**src/rtl/mac_pkg.sv**
```systemverilog
// Shared definitions for the sequential binary MAC.
//   mac_state_t : controller states (IDLE, MUL, DONE)
//   acc_width() : accumulator width that holds SETS*MAX_BEATS products
//                 of two SIZE-bit operands without overflow.
package mac_pkg;

    typedef enum logic [1:0] {
        IDLE = 2'd0,
        MUL  = 2'd1,
        DONE = 2'd2
    } mac_state_t;

    function automatic int acc_width(input int size, input int sets, input int max_beats);
        return 2 * size + $clog2(sets * max_beats);
    endfunction

endpackage

```
**src/rtl/mac_product.sv**
```systemverilog
// Combinational SIZE x SIZE multiplier shared by all sets of a beat.
// Ports:
//   i_a, i_b : SIZE-bit operands (two's complement when SIGNED != 0)
//   o_p      : 2*SIZE-bit product (exact; never truncated)
module mac_product #(
    parameter int SIZE   = 4,
    parameter int SIGNED = 0
) (
    input  logic [SIZE-1:0]   i_a,
    input  logic [SIZE-1:0]   i_b,
    output logic [2*SIZE-1:0] o_p
);

    logic [2*SIZE-1:0] w_a_ext;
    logic [2*SIZE-1:0] w_b_ext;

    // Extending both operands to the product width first makes the
    // low 2*SIZE bits of the product exact for both signednesses.
    generate
        if (SIGNED != 0) begin : g_signed
            assign w_a_ext = {{SIZE{i_a[SIZE-1]}}, i_a};
            assign w_b_ext = {{SIZE{i_b[SIZE-1]}}, i_b};
        end else begin : g_unsigned
            assign w_a_ext = {{SIZE{1'b0}}, i_a};
            assign w_b_ext = {{SIZE{1'b0}}, i_b};
        end
    endgenerate

    assign o_p = w_a_ext * w_b_ext;

endmodule

```
**src/rtl/seq_binary_mac.sv**
```systemverilog
// Sequential dot-product unit. Each accepted beat carries SETS operand
// pairs which are multiplied one per cycle (set 0 first) through a single
// mac_product and summed into an accumulator. Beats accumulate until one
// flagged in_last, after which the sum is offered on a valid/ready port.
// Ports:
//   clock, reset          : rising-edge clock, synchronous active-high reset
//   in_valid/in_ready     : input beat handshake; in_last marks final beat
//   a, b                  : packed operands, set i at [i*SIZE +: SIZE]
//   out_valid/out_ready   : result handshake
//   out                   : accumulated dot product (wraps mod 2^ACC_W)
//   overflow              : more than MAX_BEATS beats went into this result
module seq_binary_mac
    import mac_pkg::*;
#(
    parameter int SIZE      = 4,
    parameter int SETS      = 4,
    parameter int MAX_BEATS = 4,
    parameter int SIGNED    = 0,
    parameter int ACC_W     = acc_width(SIZE, SETS, MAX_BEATS)
) (
    input  logic                 clock,
    input  logic                 reset,
    input  logic                 in_valid,
    output logic                 in_ready,
    input  logic                 in_last,
    input  logic [SETS*SIZE-1:0] a,
    input  logic [SETS*SIZE-1:0] b,
    output logic                 out_valid,
    input  logic                 out_ready,
    output logic [ACC_W-1:0]     out,
    output logic                 overflow
);

    localparam int PROD_W = 2 * SIZE;
    localparam int IDX_W  = (SETS > 1) ? $clog2(SETS) : 1;
    localparam int CNT_W  = $clog2(MAX_BEATS + 1);
    localparam logic [IDX_W-1:0] LAST_IDX = IDX_W'(SETS - 1);
    localparam logic [CNT_W-1:0] MAX_CNT  = CNT_W'(MAX_BEATS);

    mac_state_t             r_state;
    mac_state_t             w_next_state;
    logic [SETS*SIZE-1:0]   r_a;
    logic [SETS*SIZE-1:0]   r_b;
    logic                   r_last;
    logic [IDX_W-1:0]       r_idx;
    logic [CNT_W-1:0]       r_beats;
    logic                   r_ovf;
    logic [ACC_W-1:0]       r_acc;

    logic [SIZE-1:0]        w_a_set [SETS];
    logic [SIZE-1:0]        w_b_set [SETS];
    logic [PROD_W-1:0]      w_prod;
    logic [ACC_W-1:0]       w_prod_ext;
    logic                   w_accept;

    // Unpack the registered beat into per-set operand arrays.
    genvar gi;
    generate
        for (gi = 0; gi < SETS; gi++) begin : g_sets
            assign w_a_set[gi] = r_a[gi*SIZE +: SIZE];
            assign w_b_set[gi] = r_b[gi*SIZE +: SIZE];
        end
    endgenerate

    mac_product #(
        .SIZE   (SIZE),
        .SIGNED (SIGNED)
    ) u_product (
        .i_a (w_a_set[r_idx]),
        .i_b (w_b_set[r_idx]),
        .o_p (w_prod)
    );

    generate
        if (SIGNED != 0) begin : g_ext_signed
            assign w_prod_ext = ACC_W'($signed(w_prod));
        end else begin : g_ext_unsigned
            assign w_prod_ext = ACC_W'(w_prod);
        end
    endgenerate

    // Handshake outputs are forced low while reset is asserted so that no
    // transfer can be seen on the reset cycle itself.
    always_comb begin
        w_next_state = r_state;
        in_ready     = 1'b0;
        out_valid    = 1'b0;
        case (r_state)
            IDLE: begin
                in_ready = !reset;
                if (in_valid) begin
                    w_next_state = MUL;
                end
            end
            MUL: begin
                if (r_idx == LAST_IDX) begin
                    w_next_state = r_last ? DONE : IDLE;
                end
            end
            DONE: begin
                out_valid = !reset;
                if (out_ready) begin
                    w_next_state = IDLE;
                end
            end
            default: w_next_state = IDLE;
        endcase
    end

    assign w_accept = in_valid && in_ready;
    assign out      = out_valid ? r_acc : '0;
    assign overflow = out_valid && r_ovf;

    always_ff @(posedge clock) begin
        if (reset) begin
            r_state <= IDLE;
            r_a     <= '0;
            r_b     <= '0;
            r_last  <= 1'b0;
            r_idx   <= '0;
            r_beats <= '0;
            r_ovf   <= 1'b0;
            r_acc   <= '0;
        end else begin
            r_state <= w_next_state;
            case (r_state)
                IDLE: begin
                    if (w_accept) begin
                        r_a    <= a;
                        r_b    <= b;
                        r_last <= in_last;
                        r_idx  <= '0;
                        // Count saturates; any beat beyond the limit only
                        // raises the sticky flag.
                        if (r_beats == MAX_CNT) begin
                            r_ovf <= 1'b1;
                        end else begin
                            r_beats <= r_beats + 1'b1;
                        end
                    end
                end
                MUL: begin
                    r_acc <= r_acc + w_prod_ext;
                    r_idx <= (r_idx == LAST_IDX) ? '0 : r_idx + 1'b1;
                end
                DONE: begin
                    if (out_ready) begin
                        r_acc   <= '0;
                        r_beats <= '0;
                        r_ovf   <= 1'b0;
                    end
                end
                default: ;
            endcase
        end
    end

endmodule

```
**config.mk**
```make
export PLATFORM = sky130hd
export DESIGN_NAME = seq_binary_mac
export DESIGN_NICKNAME = d
export VERILOG_FILES = /design/src/rtl/mac_pkg.sv /design/src/rtl/mac_product.sv /design/src/rtl/seq_binary_mac.sv
export SDC_FILE = /design/constraint.sdc
export NUM_CORES = 1
export LEC_CHECK = 0
export CAP_MARGIN = 20
export CELL_PAD_IN_SITES_DETAIL_PLACEMENT = 1
export CELL_PAD_IN_SITES_GLOBAL_PLACEMENT = 1
export CORE_MARGIN = 8
export CORE_UTILIZATION = 44
export DETAILED_ROUTE_END_ITERATION = 8
export PLACE_DENSITY_LB_ADDON = 0.12
export SETUP_SLACK_MARGIN = 0.3
export SLEW_MARGIN = 10
export SYNTH_ARGS = -nofsm -noshare
export SYNTH_HDL_FRONTEND = slang
export SYNTH_SLANG_ARGS = --single-unit
```
**constraint.sdc**
```tcl
create_clock -name clock -period 9.65 [get_ports clock]
set_input_delay 2.4125 -clock clock [delete_from_list [all_inputs] [get_ports clock]]
set_output_delay 2.4125 -clock clock [all_outputs]
set_load 0.02 [all_outputs]
```
Word level (Yosys, flattened, before mapping)
Index checks and enable logic that the tools add are counted.
- bits in registers: 53
- output and inout bits: 15
- $add $sub $neg: 3
- $mul: 1
- $lt $le $gt $ge: 1
- equality and inequality tests: 10
- multiplexer cells: 27
- bitwise gates (word level): 1
- reduce and logical (&&, ||, !) cells: 13
- operators with widths (cell ; number):
    $mux 12 ; 2
    $pmux 12 s2 ; 1
    $bmux 4 s2 ; 2
    $mux 4 ; 4
    $add 12x8->12 ; 1
    $mux 2 ; 6
    $ne 2x2->1 const B ; 6
    $mux 3 ; 3
    $mul 4x4->8 ; 1
    $reduce_and 4->1 ; 2
    $pmux 2 s3 ; 1
    $pmux 3 s2 ; 1
    $reduce_and 2->1 ; 3
    $reduce_bool 2->1 ; 3
    $mux 1 ; 5
    $eq 2x2->1 const B ; 2
    $pmux 2 s2 ; 1
    $add 3x1->3 const B ; 1
    $eq 3x3->1 const B ; 1
    $ge 3x3->1 const B ; 1
    $not 2->3 ; 1
    $reduce_and 3->1 ; 1
    $add 2x1->2 const B ; 1
    $eq 2x1->1 const B ; 1
    other kinds (4) ; 5

Longest topological paths before layout
Gate-level depths: netlist of the first run.
- depth after elaboration: 7
- mapped depth: 15

Hierarchy
Synthesis of the first run repeated with hierarchy kept, for this count alone.
- cell total of the unflattened synthesis: 360
- area total of the unflattened synthesis: 3184.3 µm²
- modules (own cells, without submodules) (module ; instances ; cells an instance ; area an instance (µm²) ; seq. area each (µm²)):
    seq_binary_mac ; 1 ; 309 ; 2737.6 ; 1061.0
    mac_product ; 1 ; 51 ; 446.7 ; 0.0

Worst setup path after synthesis of the first run
OpenSTA, ideal clock, no wires.
- path kind: input port to output port
- from: input port reset
- to: output port out[3]
- arrival time: 3365 ps
- data required time: 7238 ps
- slack: 3873 ps
- cell stages on the path: 4
- path buffers: 3
- cells stage by stage: buf_4 -> clkbuf_1 -> clkbuf_8 -> nor3_1
- cells in the longest elaborated chain, start to end: 3
- RTL lines (what ; line ; source):
    start, declared ; seq_binary_mac.sv:22 ; input logic reset,
    $logic_not 1->1 ; seq_binary_mac.sv:101 ; out_valid = !reset;
    $mux 1 ; seq_binary_mac.sv:88 ; case (r_state)
    $mux 12 ; seq_binary_mac.sv:111 ; assign out = out_valid ? r_acc : '0;
    end, declared ; seq_binary_mac.sv:30 ; output logic [ACC_W-1:0] out,
Every way passes these cells.

Final worst setup path of the first run
- from: input port reset
- to: output port out[9]
Same word-level chain as after synthesis.

==> results.md, run 1 <==
* Outcome: finished clean
* Slew @ Worst Pin at 0.977 ns
* Synth Flop Type: dfxtp_1
* DRC at 0
* Largest net degree at the start of global routing at 67
* Vias at 2,576
* Sequential element share of the synthesized area at 0.333
* GRT Overall Usage at 0.157
* Count leader, synth: dfxtp_1
* Area of the core at 7140 µm²
* Fmax at 150 MHz
* Syn Area/Cell at 8.81 µm²
* First drt pass iteration count at 4
* Hold Path Origin: r_b[1]
* Hold Fails Final Rpt at 0
* Crit path top cell by count: clkdlybuf4s50_1
* Hold Path Stages at 2
* Synthesized flop and latch total at 53
* Mapped Area at 3190 µm²
* Total gr overflow at 0
* DRT Wirelength at 7.42 mm
* Vias in the first global route at 2,803
* Top post-synthesis cells by count: dfxtp_1, nand2_1, nand2b_1, o21ai_0, inv_1
* # IOs at 52
* Final Cycle Share at 0.691
* Starting Density at 0.447
* Drt wl/cell at 14.8 µm
* Max-cap violation count at 0
* # placed instances at 494
* Post-synth EDFFs at 0
* Clock slew at reported path FFs at 0.11 ns
* R2R setup slack at 5.16 ns
* Critical Path Source Type: input port
* # setup viols final at 0
* Synthesized instance count at 362
* Top delay family on crit path: buffers and inverters
* CTS root buffer: clkbuf_8
* Critical Path Fanout Max at 10
* Pins over their slew limit at 0
* Post-synth top area share at 0.333
* Setup Skew at 0.00653 ns
* Crit path kind: input port to output pin
* Post-CTS resize count at 0
* Layout Nets at 469
* WHS Endpoint: r_b[1]
* Via/cell ratio at 5.13
* Largest stage delay, worst path at 0.60 ns
* Fin Setup TNS at 0 ns
* Layout area overhead at 20.2%
* Yosys top cell by area: dfxtp_1
* Clock Tree Buf Depth at 2
* Worst EP required at 7.24 ns
* Critical path depth in cells at 4
* Count of cell types in the netlist at 52
* Final std cells w/o fill at 502
* Worst rel slew slack at 0.349
* Placement row count at 31
* RR Endpoint: r_acc[9]
* Initial antenna violation count at 0
* N_diodes at 0
* Final Util at 0.537
* Buffers & Inverters on Critical Path at 2
* Number of port buffers at 51
* Worst-path cell chain: clkdlybuf4s50_1 -> nor2_1 -> and2_1 -> clkdlybuf4s50_1
* Unrepaired setup endpoints after global routing: no
* Die area at 10,200 µm²
* Worst setup EP type: output pin
* R2R depth at 12
* Synth async-reset ratio at 0
* CP arrival at 4.26 ns
* Net Count, Synth at 429
* Share of post-route cells with drive strength above 1 at 0.0720
* Maximum vdd drop at 0.0568 mV
* Hold_ws at 0.474 ns
* Die H at 101 µm
* Htree depth at 2
* Post-CTS Setup Inserts at 0
* Hold_buf cts at 0
* CTS tree: done
* GP Congestion at 0.797
* DR iter-0 viols at 43
* Hpwl dp at 5.60 mm
* Final min period at 6.67 ns
* First-pass GRT wire length at 13.0 mm
* Clock buffer count from CTS at 5
* Clk sinks at 53
* Critical path's slowest cell: clkdlybuf4s50_1
* DRT antenna net count at 0
* Top area cells in the synthesized netlist: dfxtp_1, ha_1, nand2b_1
* Tightest Hold Check Type: flop to flop
* Die width at 101 µm
* PD cells at 126 nW/µm²
* Fill cell count at 885
* Synth warn at 0
* Reg2reg start: r_idx[0]
* Pleak at 1.56 nW
* Worst-Skew Late Latency at 0.31 ns
-- through the flow --
stage	total power [mW]	worst slack [ns]	cell area [µm²]
after global placement	0.325	2.96	3720
after global routing	0.511	2.87	3830
after detailed placement	0.329	2.91	3720
after floorplan	0.300	3.87	3190
final	0.483	2.98	3830
after CTS	0.491	2.93	3830
-- state kept, by name (all words and copies together), names as in the netlist --
register,cells
r_a,16
r_state,2
r_beats,3
r_idx,2
r_ovf,1
r_last,1
r_acc,12
r_b,16
-- how the worst max path moves through the flow --
stage               start        to
global route        reset    out[0]
global placement    reset  overflow
finish              reset    out[9]
detailed placement  reset    out[9]
floorplan           reset    out[3]
CTS                 reset    out[9]
-- logic make-up after synthesis --
group | after synthesis | synth area share
flops | 53 | 0.333
buf+inv | 44 | 0.0655
fa+ha+maj | 30 | 0.139
simple gates | 149 | 0.244
mux | 10 | 0.0643
xor+xnor | 5 | 0.0137
compound gates | 71 | 0.141
-- worst register-to-register path, stage by stage, from the launching register on --
cell and delay [ns]:
dfxtp_1 0.74, mux4_2 0.66, nand2_1 0.12, fa_1 0.44, fa_1 0.51, fa_1 0.52, inv_1 0.05, ha_1 0.37
a211oi_2 0.24, o21ai_1 0.13, o221a_1 0.27, mux2_4 0.31, nor2_2 0.07
-- cells in the final DEF (no fill, tap or decap), drive strengths merged, types with 7 or more instances in the layout --
cell	netlist	layout
clkdlybuf4s50	0	51
a21oi	12	12
ha	21	21
inv	25	27
and2	22	22
nand2b	36	36
dfxtp	53	53
nand2	49	49
mux4	8	8
o21ai	35	35
nor3	8	8
a22oi	7	7
fa	9	9
nor2	19	19
-- routing by layer --
layer | GRT usage | routed length [µm]
met1 | 0.186 | 3440
met2 | 0.282 | 3670
met3 | 0.0289 | 196
met4 | 0.0447 | 117
met5 | 0 | 0
-- area by class of cell --
class | count | area, µm² | area share
tap | 99 | 124 | 0.0323
clock inverter | 3 | 47.5 | 0.0124
timing repair buffer | 52 | 518 | 0.135
multi-input combinational | 265 | 1920 | 0.501
sequential | 53 | 1060 | 0.277
inverter | 25 | 93.8 | 0.0245
clock buffer | 5 | 68.8 | 0.0180
-- report_power, final --
group	switching, mW	total (mW)	internal, mW
clock	0.0812	0.161	0.0793
sequential	0.0109	0.243	0.232
combinational	0.0394	0.0795	0.0401
total	0.131	0.483	0.352
No activity file was read; power rests on OpenSTA's default activity.
==> run 2: changes to the inputs <==
--- a/config.mk
+++ b/config.mk
@@ -9,7 +9,7 @@
 export CELL_PAD_IN_SITES_DETAIL_PLACEMENT = 1
 export CELL_PAD_IN_SITES_GLOBAL_PLACEMENT = 1
 export CORE_MARGIN = 8
-export CORE_UTILIZATION = 44
+export CORE_UTILIZATION = 37
 export DETAILED_ROUTE_END_ITERATION = 8
 export PLACE_DENSITY_LB_ADDON = 0.12
 export SETUP_SLACK_MARGIN = 0.3
==> constraint.sdc (replaced) <==
create_clock -name clock -period 6.1 [get_ports clock]
set_input_delay 1.525 -clock clock [delete_from_list [all_inputs] [get_ports clock]]
set_output_delay 1.525 -clock clock [all_outputs]
set_load 0.02 [all_outputs]
==> run 2 against run 1 <==
Non-clock buffer count did not move. First-iteration DRC count increased by 100%. Total power increased by 47%. Worst hold slack worse by 0.0037 ns. Sequential share of layout area rose by 0.16 points. Sequential power increased by 58%. Critical path depth unchanged. Cell count grew 1.6%. Combinational power increased by 57%. Clock skew rose by 0.0061 ns. Die area rose by 16%.
==> results.md, run 2 (synthesized netlist as in run 1, its figures left out) <==
* Post-CTS resize count at 0 (unchanged)
* Vias at 2,515 (was 2,576)
* Area of the core at 8550 µm² (was 7140 µm²)
* Share of post-route cells with drive strength above 1 at 0.0697 (was 0.0720)
* Top delay family on crit path: buffers and inverters (unchanged)
* Largest stage delay, worst path at 0.60 ns (about the same)
* Die H at 109 µm (was 101 µm)
* First-pass GRT wire length at 12.7 mm (was 13.0 mm)
* CTS root buffer: clkbuf_8 (unchanged)
* Most frequent cells in the layout: dfxtp_1, clkdlybuf4s50_1, nand2_1 (unchanged)
* Unrepaired setup endpoints after global routing: no (unchanged)
* Overall power at 711 µW (was 483 µW)
* Hpwl dp at 5.52 mm (was 5.60 mm)
* PD cells at 187 nW/µm² (was 126 nW/µm²)
* Largest regs: r_a: 16 flops, r_b: 16 flops, r_acc: 12 flops (unchanged)
* Slew @ Worst Pin at 0.992 ns (was 0.977 ns)
* Fmax at 204 MHz
* R2R setup slack at 1.60 ns (was 5.16 ns)
* Total gr overflow at 0 (unchanged)
* Hold Fails Final Rpt at 0 (unchanged)
* # setup viols final at 0 (unchanged)
* Crit path kind: input port to output pin (unchanged)
* Clock Tree Buf Depth at 2 (unchanged)
* Pins over their slew limit at 0 (unchanged)
* Die area at 11,800 µm² (was 10,200 µm²)
* DRT antenna net count at 0 (unchanged)
* Pleak at 1.55 nW (was 1.56 nW)
* Outcome: finished clean (unchanged)
* Largest net degree at the start of global routing at 67 (unchanged)
* Buffers & Inverters on Critical Path at 2 (unchanged)
* Hold_buf cts at 0 (unchanged)
* Worst EP required at 4.58 ns (was 7.24 ns)
* Clock slew at reported path FFs at 0.09 ns (was 0.11 ns)
* Layout Nets at 469 (unchanged)
* DR iter-0 viols at 87 (was 43)
* Worst-Skew Late Latency at 0.32 ns (was 0.31 ns)
* Placement row count at 34 (was 31)
* Post-CTS Setup Inserts at 0 (unchanged)
* Fin Setup TNS at 0 ns (unchanged)
* Via/cell ratio at 4.93 (was 5.13)
* Max-cap violation count at 0 (unchanged)
* Tightest Hold Check Type: flop to flop (unchanged)
* Maximum vdd drop at 0.0774 mV (was 0.0568 mV)
* Pre-CTS WS at 1.11 ns (was 2.91 ns)
* Drt wl/cell at 14.4 µm (was 14.8 µm)
* Crit path top cell by count: clkdlybuf4s50_1 (unchanged)
* Initial antenna violation count at 0 (unchanged)
* Clock buffer count from CTS at 5 (unchanged)
* Final Cycle Share at 0.802
* Setup Skew at 0.0126 ns (was 0.00653 ns)
* Clk sinks at 53 (unchanged)
* DRC at 0 (unchanged)
* DRT Wirelength at 7.36 mm (was 7.42 mm)
* Critical Path Fanout Max at 10 (unchanged)
* Worst rel slew slack at 0.339 (was 0.349)
* N_diodes at 0 (unchanged)
* Final min period at 4.89 ns
* Number of port buffers at 51 (unchanged)
* CP arrival at 3.37 ns (was 4.26 ns)
* Layout area overhead at 19.5% (was 20.2%)
* Critical path's slowest cell: clkdlybuf4s50_1 (unchanged)
* Most common cell after layout, fill and taps aside: dfxtp_1 (unchanged)
* Vias in the first global route at 2,657 (was 2,803)
* Die width at 109 µm (was 101 µm)
* First drt pass iteration count at 4 (unchanged)
* Worst setup EP type: output pin (unchanged)
* Worst-path cell chain: clkdlybuf4s50_1 -> nor2_1 -> and2_1 -> clkdlybuf4s50_1 (unchanged)
* # IOs at 52 (unchanged)
* Critical Path Source Type: input port (unchanged)
* Htree depth at 2 (unchanged)
* CTS tree: done (unchanged)
* Final Util at 0.446 (was 0.537)
* GP Congestion at 0.798 (was 0.797)
* Starting Density at 0.373 (was 0.447)
* Worst Setup Slack, final at 1.21 ns (was 2.98 ns)
* GRT Overall Usage at 0.133 (was 0.157)
==> run 2: cell types whose count changed in the layout (fill, tap and decap cells not counted), sizes merged <==
cell	change
inv	-1
bufinv	-1
clkinv	+1
==> run 2: final timing paths <==
kind,from,to,cells past startpoint
worst max-delay path,reset,overflow,4
worst min-delay path,r_b[1],r_b[1],2
worst max register to register,r_idx[0],r_acc[9],12
worst min register to register,r_b[1],r_b[1],2
==> run 2: cell type report <==
type / instances / area, µm²
Fill cell: 1025 / 4740
Multi-Input combinational cell: 265 / 1920
Sequential cell: 53 / 1060
Timing Repair Buffer: 52 / 518
Tap cell: 108 / 135
Inverter: 25 / 93.8
Clock buffer: 5 / 68.8
Clock inverter: 2 / 13.8
==> run 2: power by group <==
group | internal [mW] | leakage [nW] | switching (mW)
sequential | 0.368 | 0.434 | 0.0170
combinational | 0.0633 | 1.07 | 0.0621
clock | 0.0797 | 0.0444 | 0.122
total | 0.511 | 1.55 | 0.201
==> run 2: through the flow <==
| stage | instances | hold WS [ns] | instance area (µm²) |
|---|---|---|---|
| 3_5_place_dp | 503 | 0.455 | 3730 |
| 4_1_cts | 510 | 0.473 | 3810 |
| 2_1_floorplan | 362 | 0.429 | 3190 |
| 6_report | 510 | 0.470 | 3810 |
| 5_1_grt | 510 | 0.496 | 3810 |
| 3_3_place_gp | 503 | 0.452 | 3730 |
==> run 2: routing by layer <==
metal | GRT usage | part of all wire | vias to the layer above
met2 | 0.218 | 0.45 | 41
met1 | 0.173 | 0.50 | 1172
li1 | - | - | 1296
met3 | 0.0331 | 0.040 | 6
met4 | 0.0313 | 0.0092 | 0
met5 | 0 | 0 | -
==> run 2: worst min-delay path, delay by kind of cell, from the launching register on <==
family | cells | cell delay (ns)
flops | 1 | 0.32
simple gates | 1 | 0.06
compound gates | 1 | 0.05
